File: src/rtl/rms_meansq_acc_if.sv
`timescale 1ns/1ps
`default_nettype none
// +----------------------------------------------------------------------------+
// | rms_meansq_acc_if                                                           |
// | Sample / sqrt-handshake bundle for the RMS mean-square front end.           |
// | peak_o exists only when RMS_PEAK_HOLD_EN is defined.                        |
// | Revision: 1.0                                                               |
// +----------------------------------------------------------------------------+
interface rms_meansq_acc_if;
  logic        clear_i;
  logic        sample_valid_i;
  logic [15:0] sample_i;
  logic        sqrt_valid_i;
  logic        ms_start_o;
  logic [39:0] ms_o;
  logic        window_done_o;
  logic        overrun_o;
`ifdef RMS_PEAK_HOLD_EN
  logic [15:0] peak_o;

  modport master (
    output clear_i, sample_valid_i, sample_i, sqrt_valid_i,
    input  ms_start_o, ms_o, window_done_o, overrun_o, peak_o
  );
  modport slave (
    input  clear_i, sample_valid_i, sample_i, sqrt_valid_i,
    output ms_start_o, ms_o, window_done_o, overrun_o, peak_o
  );
`else
  modport master (
    output clear_i, sample_valid_i, sample_i, sqrt_valid_i,
    input  ms_start_o, ms_o, window_done_o, overrun_o
  );
  modport slave (
    input  clear_i, sample_valid_i, sample_i, sqrt_valid_i,
    output ms_start_o, ms_o, window_done_o, overrun_o
  );
`endif
endinterface
`default_nettype wire

File: src/rtl/rms_meansq_acc.sv
`timescale 1ns/1ps
`default_nettype none
// +----------------------------------------------------------------------------+
// | rms_meansq_acc                                                              |
// | Squares signed 16-bit samples, averages them over 2^LOG2_N-sample windows   |
// | and issues the mean-square to the sqrt stage. Optional: RMS_PEAK_HOLD_EN.   |
// | Revision: 1.0                                                               |
// +----------------------------------------------------------------------------+
module rms_meansq_acc #(
  parameter int LOG2_N = 8
) (
  input  logic            clk_i,
  input  logic            rst_i,
  rms_meansq_acc_if.slave bus
);

  localparam int c_ACC_W = 31 + LOG2_N;

  generate
    if (LOG2_N < 1 || LOG2_N > 10) begin : g_bad_log2_n
      $error("rms_meansq_acc: LOG2_N must be within 1..10");
    end
  endgenerate

  typedef enum logic [1:0] {
    ST_IDLE  = 2'd0,
    ST_ISSUE = 2'd1,
    ST_WAIT  = 2'd2
  } state_t;

  state_t              r_state;
  logic [30:0]         r_sq;
  logic                r_sq_vld;
  logic [c_ACC_W-1:0]  r_acc;
  logic [LOG2_N-1:0]   r_cnt;
  logic                r_start;
  logic                r_done;
  logic                r_overrun;
  logic [39:0]         r_ms;

  logic                w_accept;
  logic [15:0]         w_abs;
  logic [30:0]         w_sq;
  logic [c_ACC_W-1:0]  w_total;
  logic                w_close;
  logic                w_issue;

  assign w_accept = bus.sample_valid_i & ~bus.clear_i;
  // Magnitude is 16-bit unsigned so that |-32768| = 32768 stays exact
  assign w_abs    = bus.sample_i[15] ? (16'd0 - bus.sample_i) : bus.sample_i;
  assign w_sq     = 31'(w_abs) * 31'(w_abs);
  assign w_total  = r_acc + c_ACC_W'(r_sq);
  assign w_close  = r_sq_vld & (&r_cnt) & ~bus.clear_i;
  assign w_issue  = w_close & ((r_state == ST_IDLE) |
                               ((r_state == ST_WAIT) & bus.sqrt_valid_i));

  always_ff @(posedge clk_i or negedge rst_i) begin
    if (!rst_i) begin
      r_sq     <= '0;
      r_sq_vld <= 1'b0;
      r_acc    <= '0;
      r_cnt    <= '0;
    end else if (bus.clear_i) begin
      r_sq     <= '0;
      r_sq_vld <= 1'b0;
      r_acc    <= '0;
      r_cnt    <= '0;
    end else begin
      r_sq_vld <= w_accept;
      if (w_accept) begin
        r_sq <= w_sq;
      end
      if (r_sq_vld) begin
        r_cnt <= r_cnt + LOG2_N'(1);
        r_acc <= w_close ? '0 : w_total;
      end
    end
  end

  // Completion comes only from sqrt_valid_i; a close coincident with it issues
  always_ff @(posedge clk_i or negedge rst_i) begin
    if (!rst_i) begin
      r_state   <= ST_IDLE;
      r_start   <= 1'b0;
      r_done    <= 1'b0;
      r_overrun <= 1'b0;
      r_ms      <= '0;
    end else if (bus.clear_i) begin
      r_state   <= ST_IDLE;
      r_start   <= 1'b0;
      r_done    <= 1'b0;
      r_overrun <= 1'b0;
    end else begin
      r_done  <= w_close;
      r_start <= 1'b0;
      case (r_state)
        ST_IDLE: begin
          if (w_close) begin
            r_ms    <= 40'(w_total >> LOG2_N);
            r_start <= 1'b1;
            r_state <= ST_ISSUE;
          end
        end
        ST_ISSUE: begin
          r_state <= ST_WAIT;
          if (w_close) begin
            r_overrun <= 1'b1;
          end
        end
        ST_WAIT: begin
          if (bus.sqrt_valid_i) begin
            if (w_close) begin
              r_ms    <= 40'(w_total >> LOG2_N);
              r_start <= 1'b1;
              r_state <= ST_ISSUE;
            end else begin
              r_state <= ST_IDLE;
            end
          end else if (w_close) begin
            r_overrun <= 1'b1;
          end
        end
        default: r_state <= ST_IDLE;
      endcase
    end
  end

  assign bus.ms_start_o    = r_start;
  assign bus.ms_o          = r_ms;
  assign bus.window_done_o = r_done;
  assign bus.overrun_o     = r_overrun;

`ifdef RMS_PEAK_HOLD_EN
  logic [15:0] r_peak_trk;
  logic [15:0] r_peak;

  // A sample accepted in the close cycle already belongs to the next window
  always_ff @(posedge clk_i or negedge rst_i) begin
    if (!rst_i) begin
      r_peak_trk <= '0;
      r_peak     <= '0;
    end else if (bus.clear_i) begin
      r_peak_trk <= '0;
    end else begin
      if (w_issue) begin
        r_peak <= r_peak_trk;
      end
      if (w_close) begin
        r_peak_trk <= w_accept ? w_abs : 16'd0;
      end else if (w_accept && (w_abs > r_peak_trk)) begin
        r_peak_trk <= w_abs;
      end
    end
  end

  assign bus.peak_o = r_peak;
`else
  logic w_issue_unused;
  assign w_issue_unused = w_issue;
`endif

endmodule
`default_nettype wire

File: src/flat_wrapper.sv
// flat-port wrapper written by rule: the top's interface ports become plain ports
module rms_meansq_acc_flat 
#(
  parameter int LOG2_N = 8
)
  (clk_i, rst_i, bus_clear_i, bus_sample_valid_i, bus_sample_i, bus_sqrt_valid_i, bus_ms_start_o, bus_ms_o, bus_window_done_o, bus_overrun_o);
  rms_meansq_acc_if bus_i ();
  input  logic clk_i;
  input  logic rst_i;
  input wire logic [$bits(bus_i.clear_i)-1:0] bus_clear_i;
  input wire logic [$bits(bus_i.sample_valid_i)-1:0] bus_sample_valid_i;
  input wire logic [$bits(bus_i.sample_i)-1:0] bus_sample_i;
  input wire logic [$bits(bus_i.sqrt_valid_i)-1:0] bus_sqrt_valid_i;
  output wire logic [$bits(bus_i.ms_start_o)-1:0] bus_ms_start_o;
  output wire logic [$bits(bus_i.ms_o)-1:0] bus_ms_o;
  output wire logic [$bits(bus_i.window_done_o)-1:0] bus_window_done_o;
  output wire logic [$bits(bus_i.overrun_o)-1:0] bus_overrun_o;
  assign bus_i.clear_i = bus_clear_i;
  assign bus_i.sample_valid_i = bus_sample_valid_i;
  assign bus_i.sample_i = bus_sample_i;
  assign bus_i.sqrt_valid_i = bus_sqrt_valid_i;
  assign bus_ms_start_o = bus_i.ms_start_o;
  assign bus_ms_o = bus_i.ms_o;
  assign bus_window_done_o = bus_i.window_done_o;
  assign bus_overrun_o = bus_i.overrun_o;
  rms_meansq_acc #(.LOG2_N(LOG2_N)) u_core (.clk_i(clk_i), .rst_i(rst_i), .bus(bus_i));
endmodule
File: config.mk
export PLATFORM = sky130hd
export DESIGN_NAME = rms_meansq_acc_flat
export DESIGN_NICKNAME = d
export VERILOG_FILES = /design/src/rtl/rms_meansq_acc_if.sv /design/src/rtl/rms_meansq_acc.sv /design/src/flat_wrapper.sv
export SDC_FILE = /design/constraint.sdc
export NUM_CORES = 1
export LEC_CHECK = 0
export ABC_AREA = 1
export BUFFER_PORTS_ARGS = -buffer_cell sky130_fd_sc_hd__buf_4
export CAP_MARGIN = 0
export CORE_ASPECT_RATIO = 0.7
export CORE_MARGIN = 2
export CORE_UTILIZATION = 60
export DETAILED_ROUTE_END_ITERATION = 7
export PLACE_DENSITY = 0.78
export SYNTH_ARGS = -nofsm -noshare
export SYNTH_HDL_FRONTEND = slang
export SYNTH_SLANG_ARGS = --single-unit
File: constraint.sdc
create_clock -name clk_i -period 5.38 [get_ports clk_i]
set_input_delay 0.269 -clock clk_i [delete_from_list [all_inputs] [get_ports clk_i]]
set_output_delay 0.269 -clock clk_i [all_outputs]
set_load 0.02 [all_outputs]
Word level (Yosys, flattened, before mapping)
Index checks and enable logic that the tools add are counted.

Flip-flop bits (word level): 124. Input port bits: 21.

Add/sub/neg operators: 3. Multipliers: 1. Eq/ne operators: 6. Mux-type cells: 26. Bitwise logic cells: 4. Reductions and logical operators: 9.

Operators with widths (number): $mux 39 (3); $mux 40 (2); $pmux 40 s2 (1); $mux 31 (2); $add 39x31->39 (1); $mul 16x16->31 (1); $mux 16 (1); $mux 8 (2); $sub 1x16->16 const A (1); $mux 1 (9); $add 8x1->8 const B (1); $reduce_and 8->1 (1); $mux 2 (3); $ne 3x3->1 const B (2); $pmux 2 s3 (1); $reduce_bool 2->1 (3); $pmux 1 s2 (2); $reduce_and 2->1 (2); $and 1x1->1 (3); $ne 3x2->1 const B (1); $reduce_and 3->1 (1); $reduce_bool 3->1 (1); $eq 2x1->1 const B (1); $eq 2x2->1 const B (1); 3 further kinds (3).

Logic depth before layout (Yosys ltp)
Depth after elaboration: 7. Gate-level depth with buffers: 37. Gate-level depth less buffers: 36.

Least setup slack after synthesis
No wires, ideal clock.

Path kind: input to register. Start point: in bus_sample_i[0]. End point: reg u_core.r_sq[21]. Setup time: 0.118 ns. Data arrival time: 6.375 ns. Data required time: 5.262 ns. Setup slack: -1.113 ns. Cell stages on the path: 28. Path buffers: 2. Cells stage by stage: inv_2 -> clkbuf_1 -> ha_1 -> nand2_1 -> nor2_2 -> nand3_1 -> nor2_1 -> a31oi_2 -> xor2_2 -> buf_4 -> nand2_1 -> fa_1 -> inv_1 -> fa_1 -> fa_1 -> fa_1 -> fa_1 -> inv_1 -> fa_1 -> inv_1 -> ha_1 -> nand2_1 -> nor4_1 -> nand4_1 -> nand2_1 -> nand2_1 -> nand3_1 -> nand2_1.

Word-level cells in the longest chain between the ends: 5.

Ends and longest elaborated chain: from (decl) (line flat_wrapper.sv:12) `input wire logic [$bits(bus_i.sample_i)-1:0] bus_sample_i;`; $sub 1x16->16 (line rms_meansq_acc.sv:50) `assign w_abs = bus.sample_i[15] ? (16'd0 - bus.sample_i) : bus.sample_i;`; $mux 16 (*) (line rms_meansq_acc.sv:50); $mul 16x16->31 (*) (line rms_meansq_acc.sv:51) `assign w_sq = 31'(w_abs) * 31'(w_abs);`; $mux 31 (*) (line rms_meansq_acc.sv:70) `if (w_accept) begin`; $mux 31 (*) (line rms_meansq_acc.sv:63) `end else if (bus.clear_i) begin`; to (signal assigned) (line rms_meansq_acc.sv:71) `r_sq <= w_sq;`; to (decl) (line rms_meansq_acc.sv:32) `logic [30:0] r_sq;`.

Every way passes the cells marked *; elsewhere a longest branch is shown, timed or not. The select of a mux whose other input is x is not followed. A chain may end at the register's enable or synchronous reset.

Worst setup path after layout
Start point: in bus_sample_i[6]. End point: reg u_core.r_sq[23].

The elaborated chain is that of the path after synthesis.

==> out/qor.yml <==
outcome:
  status: "finished with violations"
  violations: "setup timing"
global_routing:
  gr-total-overflow: 0
  grt_max_degree: 59
  grt.total_usage_pct: 38.11
  antenna_found_initial: 2
  grt_pass1_vias: 14130
  grt_pass1_wl_mm: 76.59
clocking:
  htreeDepth: 4
  clkSlewWorstSetupHoldPaths_ns: 0.06
  cts_root_buffer: "clkbuf_16"
  cts_tree: "done"
  cts_sinks: 114
  clock_latency_ns: 0.42
  clk_path_buf_depth: 2
  numCtsBuffers: 17
placed_design:
  dp_hpwl_mm: 40.73
  post-place-ws_ns: -1.086
  routabilityCongestion: 1.089
  io_buffers: 54
  placed_cell_area_um2: 17770
route:
  routed_via_density: 5.524
  drt_iter0_markers: 1713
  final_antenna_net_count: 0
  dr.pass1.iters: 7
  wl_mm: 52.14
  vias: 15210
  routedWlPerCell_um: 18.94
  post-route-drc-count: 0
die:
  std_cell_rows: 48
  coreArea_um2: 24680
  die_x_um: 193.5
  dieHeight_um: 136.6
  io_pins: 64
  die-area_um2: 26430
  start_util_pct: 61.08
finish:
  seq_area_um2: 2853
  drive_gt1_share_pct: 25.33
  multiInputGateArea_um2: 11620
  fill_cells: 1675
  syn_to_final_growth_pct: 30.58
  nets: 2729
  antenna_cells: 0
  final_area_um2: 19690
  fin_util_pct: 79.76
critical_path:
  cp_slowest_cell: "fa_1"
  cp_slowest_stage_delay_ns: 0.56
  r2r_slack_ns: 2.68
  cp-end-kind: "flop"
  cp.arrival_ns: 6.20
  critical_path_class: "input pin to flop"
  path_common_cell: "fa_1"
  worstPathRequired_ns: 5.69
  r2r_start: "u_core.r_sq[8]$_DFFE_PN0P_"
  critPathLaunch: "bus_sample_i[6]"
  cp-start-kind: "input pin"
  worstPathMaxFanout: 4
logic_synthesis:
  synth.most_common_cell: "nand2_1"
  ys_seq_elements: 114
  yosys_warnings: 0
  netlist_instances: 2119
  synth_edf_count: 0
  synth_top_area_share_pct: 21.91
  synth_cell_types: 50
  syn_avg_cell_area_um2: 7.115
  synthTopCellsByCount: "nand2_1 (655), inv_1 (411), nor2_1 (186), fa_1 (165), ha_1 (127)"
  seq_area_frac_synth_pct: 18.92
  async_reset_ff_share_pct: 100.0
  synth_area_leaders: "fa_1 (22%), dfrtp_1 (19%), nand2_1 (16%)"
  netlist_area_um2: 15080
  ys.flop_type: "dfrtp_1"
  synth_largest_area_cell: "fa_1"
sta:
  max_freq_mhz: 169.9
  grt_setup_unrepaired: "true"
  hold_viol: 0
  worst_slack_ns: -0.5067
  fin_setup_tns_ns: -5.629
  period_share_pct: 109.4
  setup_viol_count_final: 19
  maxSlewViolCount: 0
  tightestPinTransition_ns: 1.040
  skew_ns: 0.008864
  max-slew-margin-rel_pct: 30.47
  post-route-min-period_ns: 5.887
flow_run:
  max_cap_violations: 0
hold_path:
  hold_path_class: "input pin to flop"
  hp-start: "bus_sample_valid_i"
cells by family (layout without fill, tap and decap cells):
kind of cell	count (synthesis)	after routing	share of synthesized area [%]
buffers and inverters	490	781	12.84
other	2	20	0.04981
xor gates and xnor gates	23	23	1.436
DFF	114	114	18.92
and+or+nand+nor	1033	1033	28.14
AOI/OAI and AO/OA	165	165	6.166
adders and majority gates	292	292	32.45
metrics by stage:
step / hold WS [ns] / instances
after floorplan: -0.02659 / 2137
after global placement: 0.3785 / 2691
after detailed placement: 0.3905 / 2691
after CTS: 0.1290 / 2738
after global routing: 0.1571 / 2753
final: 0.1336 / 2753
flip-flops by register name (all words and copies together), names as in the netlist:
| register | count |
|---|---|
| u_core.bus.ms_o | 31 |
| u_core.bus.ms_start_o | 1 |
| u_core.bus.overrun_o | 1 |
| u_core.bus.window_done_o | 1 |
| u_core.r_acc | 39 |
| u_core.r_cnt | 8 |
| u_core.r_sq | 30 |
| u_core.r_sq_vld | 1 |
| u_core.r_state | 2 |
layout by cell type, fill, tap and decap left out, drive strengths merged, types with 12 or more instances in the layout:
| cell type | n |
|---|---|
| nand3 | 121 |
| ha | 127 |
| conb | 20 |
| o21ai | 70 |
| inv | 444 |
| a21oi | 69 |
| buf | 297 |
| xnor2 | 17 |
| clkinv | 12 |
| nand4 | 20 |
| nor2 | 190 |
| clkbuf | 21 |
| fa | 165 |
| nand2 | 658 |
| dfrtp | 114 |
routing by layer:
metal	track usage (%)	routed length, um
met1	56.65	22340
met2	50.77	20790
met3	17.13	7813
met4	6.192	1033
met5	3.704	166
final cells by class:
type,count,share of cell area (%)
clock buffer,20,2.371
clock inverter,11,0.6864
inverter,451,8.993
multi-input combinational,1533,59.05
sequential,114,14.49
tap,325,2.065
timing repair buffer,299,12.35
worst max-delay path: cells and delay by family:
family	cells	cell delay [ns]
AOI/OAI and AO/OA	2	0.31
adders and majority gates	7	3.35
and+or+nand+nor	13	1.44
buffers and inverters	8	0.81
worst paths after layout:
kind | cells past startpoint | endpoint
hold reg to reg | 2 | u_core.bus.ms_o[8]$_DFFE_PN0P_
hold / removal | 3 | u_core.r_sq[6]$_DFFE_PN0P_
setup reg to reg | 12 | u_core.bus.ms_o[22]$_DFFE_PN0P_
min in group asynchronous | 2 | u_core.bus.ms_o[1]$_DFFE_PN0P_
max in group asynchronous | 3 | u_core.r_cnt[6]$_DFFE_PN0P_
setup / recovery | 30 | u_core.r_sq[23]$_DFFE_PN0P_
timing repair:
action                                  CTS  global route
endpoints found under the setup margin   22            23
hold buffers                              1             0
buffers inserted                         15            15
gates cloned                              0             1
pin swaps                                62            93
resized for setup                       136           150
hold endpoints to repair                 57             0
Power is not shown: default switching activity piles up to over one toggle a cycle in this logic, so the estimate is an artifact.
